## src/rtl/xoodoo_rdi_prng.sv

```systemverilog
// xoodoo_rdi_prng: double-buffered xorshift64 producer of 384-bit masking randomness blocks
module xoodoo_rdi_prng #(
  parameter logic [63:0] SEED_DEFAULT = 64'h9E37_79B9_7F4A_7C15
) (
  input  logic         clk_i,
  input  logic         rst_i,
  input  logic         enable_i,
  input  logic [63:0]  seed_i,
  input  logic         seed_valid_i,
  output logic [383:0] rdi_o,
  output logic         rdi_valid_o,
  input  logic         rdi_ready_i,
  output logic         seeded_o,
  output logic [15:0]  block_cnt_o
);
  typedef enum logic {FILL, FULL} state_t;
  state_t       state_q, state_d;
  logic [63:0]  x_q, x_d, nx;
  logic [383:0] fbuf_q, fbuf_d, rdi_q, rdi_d;
  logic [2:0]   fill_cnt_q, fill_cnt_d;
  logic         rdi_valid_q, rdi_valid_d, seeded_q, seeded_d, hs;
  logic [15:0]  block_cnt_q, block_cnt_d;
  function automatic logic [63:0] step(input logic [63:0] x);
    logic [63:0] t;
    t = x ^ (x << 13);
    t = t ^ (t >> 7);
    return t ^ (t << 17);
  endfunction
  assign rdi_o       = rdi_q;
  assign rdi_valid_o = rdi_valid_q;
  assign seeded_o    = seeded_q;
  assign block_cnt_o = block_cnt_q;
  // Next state: reseed wins, FULL waits for a handshake to drain the buffer, FILL advances the generator
  always_comb begin
    nx          = step(x_q);
    hs          = rdi_valid_q & rdi_ready_i;
    state_d     = state_q;
    x_d         = x_q;
    fbuf_d      = fbuf_q;
    rdi_d       = rdi_q;
    fill_cnt_d  = fill_cnt_q;
    rdi_valid_d = rdi_valid_q;
    seeded_d    = 1'b1;
    block_cnt_d = block_cnt_q + {15'd0, hs};
    if (seed_valid_i) begin
      x_d         = (seed_i == 64'd0) ? SEED_DEFAULT : seed_i;
      fill_cnt_d  = 3'd0;
      state_d     = FILL;
      rdi_valid_d = 1'b0;
    end else if (state_q == FULL) begin
      if (hs) begin
        rdi_d      = fbuf_q;
        state_d    = FILL;
        fill_cnt_d = 3'd0;
      end
    end else begin
      if (hs) rdi_valid_d = 1'b0;
      if (enable_i) begin
        x_d = nx;
        fbuf_d[{fill_cnt_q, 6'd0} +: 64] = nx;
        if (fill_cnt_q == 3'd5) begin
          fill_cnt_d = 3'd0;
          if (!rdi_valid_q || hs) begin
            rdi_d       = fbuf_d;
            rdi_valid_d = 1'b1;
          end else begin
            state_d = FULL;
          end
        end else begin
          fill_cnt_d = fill_cnt_q + 3'd1;
        end
      end
    end
  end
  // State registers with asynchronous reset to the default seed and empty output
  always_ff @(posedge clk_i or posedge rst_i) begin
    if (rst_i) begin
      state_q     <= FILL;
      x_q         <= SEED_DEFAULT;
      fbuf_q      <= '0;
      rdi_q       <= '0;
      fill_cnt_q  <= 3'd0;
      rdi_valid_q <= 1'b0;
      seeded_q    <= 1'b0;
      block_cnt_q <= 16'd0;
    end else begin
      state_q     <= state_d;
      x_q         <= x_d;
      fbuf_q      <= fbuf_d;
      rdi_q       <= rdi_d;
      fill_cnt_q  <= fill_cnt_d;
      rdi_valid_q <= rdi_valid_d;
      seeded_q    <= seeded_d;
      block_cnt_q <= block_cnt_d;
    end
  end
endmodule
```

## config.mk

```make
export PLATFORM = sky130hd
export DESIGN_NAME = xoodoo_rdi_prng
export DESIGN_NICKNAME = d
export VERILOG_FILES = /design/src/rtl/xoodoo_rdi_prng.sv
export SDC_FILE = /design/constraint.sdc
export NUM_CORES = 2
export LEC_CHECK = 0
export CAP_MARGIN = 0
export CORE_MARGIN = 4
export CORE_UTILIZATION = 55
export DETAILED_ROUTE_END_ITERATION = 10
export HOLD_SLACK_MARGIN = 0.15
export PLACE_DENSITY_LB_ADDON = 0.05
export SLEW_MARGIN = 30
export SYNTH_ARGS = -nofsm -noshare
export SYNTH_HDL_FRONTEND = slang
export SYNTH_SLANG_ARGS = --single-unit
```

## constraint.sdc

```tcl
create_clock -name clk_i -period 72.9 [get_ports clk_i]
set_input_delay 14.58 -clock clk_i [delete_from_list [all_inputs] [get_ports clk_i]]
set_output_delay 14.58 -clock clk_i [all_outputs]
set_load 0.005 [all_outputs]
```

==> summary.txt <==
Timing
  • Post-layout min period: between 15 and 20 ns
  • Fraction of the cycle the final worst path needs: 23.4%
  • RSZ-0062 raised after global routing: false
  • Worst relative slew slack: ~29%
  • Worst Tran Pin Value: between 1 and 1.5 ns
  • Highest clock rate: approximately 60 MHz
  • Count of final hold-check violations: 0
  • Final Slew Violations: 0
  • Setup-failing EPs final: 0
  • Clock Skews: approximately 0.025 ns
  • Fin Setup TNS: 0 ns

Die
  • Starting density of the core: between 50% and 60%
  • Core area: ~69000 sq um
  • Num rows: 96
  • Die Ht: 271 um
  • IO Pins: between 400 and 500
  • Total die area: 73500 sq um
  • Die X: between 200 and 300 um

Drt
  • Vias per cell: between 5 and 6
  • Via count: 30.8k
  • Drt drc: 0
  • Post-route ant nets: 0
  • WL final: between 100000 and 150000 um
  • Per-cell routed wire length: 24.9 um
  • Number of detailed-route iterations in the first pass: 6
  • 1st-iter DRT viols: about 3.4k

Pwr
  • Int Power: 1220 uW
  • Switching pwr: 1280 uW
  • Clk pwr share: about a fifth
  • Pwr/cell area: between 50 and 60 nW/um^2
  • Leak: approximately 0.020 uW
  • Peak supply drop: 0.0000907 V
  • Sw frac: between 50% and 60%
  • Flop pwr share: 24.7%
  • Combinational share of power: a little under three fifths

Finish
  • Layout area overhead: 22.5%
  • Filler cells: 5340
  • Fin cells: just over 5k
  • Layout cells sized above 1: about a tenth
  • Nets: roughly 4.2k
  • Most frequent cells in the layout: 816 x dfrtp_1, 675 x nand2_1, 469 x clkdlybuf4s50_1
  • Most common cell after layout, fill and taps aside: dfrtp_1

Global routing
  • Overflow after GRT: 0
  • GRT Total Usage: about a third
  • GR Util met3: 9.70%
  • First-pass GRT wire length: between 150000 and 200000 um
  • Initial antenna violation count: 13
  • Met2 usage: 52.6%
  • Largest net degree at the start of global routing: 184
  • Vias in the first global route: between 20k and 30k
  • Met1 Track Usage GR: 47.8%
  • Layer with the highest usage: met2

Synthesis
  • Avg Synthesized Cell Area: around 9.9 sq um
  • Area leader, netlist: dfrtp_1
  • Cell count after synthesis: between 3k and 4k
  • Seq/Total Area, Yosys: 56.3%
  • Synth warn: 0
  • Ys async rst share: 100%
  • Share of the synthesized area in the top cell type: between 50 and 60%
  • Post-synthesis cell type count: 56
  • Post-synth EDFFs: 0
  • Synth area leaders: dfrtp_1 54%, nand2_1 6.7%, o21ai_0 6.0%
  • Syn nets: 3922
  • Post-Synthesis Cell Area: 38100 sq um
  • #FFs+latches synth: about 850
  • Top_reg_cell synth: dfrtp_1

Place
  • Port Buffers: 470
  • HPWL after detailed placement: around 84000 um
  • Inst Count DP: ~5.0k
  • Gpl congestion: 0.909

Critical path
  • Crit path capture type: flop
  • Crit Reg-Reg Endpoint: rdi_o[246]
  • WP data required: approximately 73 ns
  • Reg-to-reg slack, setup: a little under 70 ns
  • WS Path Type: in2reg
  • CP Max Fanout: between 150 and 200
  • CP Data Arrival Time: 17.57 ns
  • Startpoint Class: input port
  • Reg2reg path depth: 8
  • RR Startpoint: fill_cnt_q[0]

Clocking
  • CTS tree: done
  • CTS Root Cell: clkbuf_16
  • Number of buffers created by CTS: 90
  • Reg clk slew, reported paths: around 0.06 ns
  • Clock sink total: approximately 850
  • CTS Buffer Depth: 3
  • H-tree Lvls: 3
  • Post-CTS Hold Buffers: 0
  • PostCTS Resize Cnt: 0
  • Setup repair bufs after CTS: 0
  • Worst-skew pair later-pin latency: ~0.65 ns

Status
  • Status: complete, no violations

Min path
  • Hold Crit Endpoint: block_cnt_o[15]
  • Hold path depth: 1
  • Hold path start: block_cnt_o[15]
  • HP Class: reg2reg

Job
  • Max-cap violations: 0
state kept, by name, summed over array words and instances (netlist names):
signal and cells:
fbuf_q 384, rdi_o 384, x_q 64, block_cnt_o 16, fill_cnt_q 3, rdi_valid_o 1
seeded_o 1, state_q 1
worst max path at each step:
| stage | from | to | slack (ns) | cells after the start |
|---|---|---|---|---|
| after detailed placement | enable_i | fbuf_q[357] | 55.18 | 5 |
| after CTS | enable_i | fbuf_q[357] | 55.84 | 5 |
| final | enable_i | rdi_o[121] | 55.86 | 8 |
| after floorplan | rst_i | block_cnt_o[0] | 34.39 | 1 |
| after global routing | enable_i | rdi_o[340] | 55.70 | 8 |
| after global placement | enable_i | rdi_o[310] | 55.16 | 7 |
worst max-delay path: stages:
cell	delay (ns)
clkdlybuf4s50_1	0.62
a31oi_1	0.19
or4_4	0.88
buf_12	0.34
buf_16	0.30
a21oi_1	0.25
o21ai_0	0.13
o21a_1	0.14
routing by layer:
| metal | part of all wire, % | up-vias |
|---|---|---|
| li1 | - | 13800 |
| met5 | 0.039 | - |
| met4 | 4.1 | 10 |
| met1 | 41 | 15300 |
| met3 | 9.8 | 254 |
| met2 | 45 | 1365 |
cells in the mapped netlist (6+ instances only):
master	n
dfrtp_1	816
nand2_1	677
o21ai_0	459
nor2_1	398
a21oi_1	292
clkbuf_1	189
xnor2_1	132
buf_2	98
nand3_1	91
mux2i_1	66
a221oi_2	56
a22o_1	41
o22ai_1	40
a221oi_1	38
dfstp_2	38
a31oi_1	37
a22oi_1	36
mux2_2	35
xor2_1	32
and3_1	29
o21a_1	28
nor3_1	24
buf_1	22
xnor3_1	18
nor4_1	17
buf_6	13
o21ai_1	12
inv_1	11
o211ai_1	11
ha_1	9
nand2b_1	8
nand4_1	8
xor3_1	8
buf_4	7
a21o_1	6
power groups by stage:
stage	combinational [uW]	sequential [uW]	clock [uW]
6_report	1410	617	473
5_1_grt	1440	624	498
4_1_cts	1360	615	478
3_5_place_dp	1350	622	0
3_3_place_gp	1310	620	0
2_1_floorplan	653	601	0
area by class of cell:
cell class	instances	area, sq um	area share [%]
timing repair buffer	538	5350	11.5
inverter	11	48.8	0.105
antenna	9	22.5	0.0483
clock buffer	126	2600	5.57
sequential	854	21400	45.9
clock inverter	32	408	0.874
tap	931	1160	2.50
multi-input combinational	2650	15600	33.5
through the flow:
stage,hold WS (ns),utilization (%),setup slack (ns),power (uW),area (sq um)
2_1_floorplan,0.445,-,34.39,1250,38100
3_5_place_dp,0.462,63.4,55.18,1980,43500
3_3_place_gp,0.456,63.1,55.16,1930,43300
6_report,0.474,68.0,55.86,2500,46700
4_1_cts,0.474,67.8,55.84,2450,46500
5_1_grt,0.482,68.0,55.70,2570,46600
cells by family after synthesis:
logic type / after synthesis / share of synthesized area, %
AND/OR/NAND/NOR: 1270 / 13.6
AO/OA/AOI/OAI: 1069 / 17.2
flip-flops: 854 / 56.3
buffers and inverters: 340 / 4.00
XOR/XNOR: 200 / 5.88
multiplexers: 101 / 2.77
adder cells (fa/ha/maj): 9 / 0.296
other: 1 / 0.00985
(Power assumes the default switching activity.)
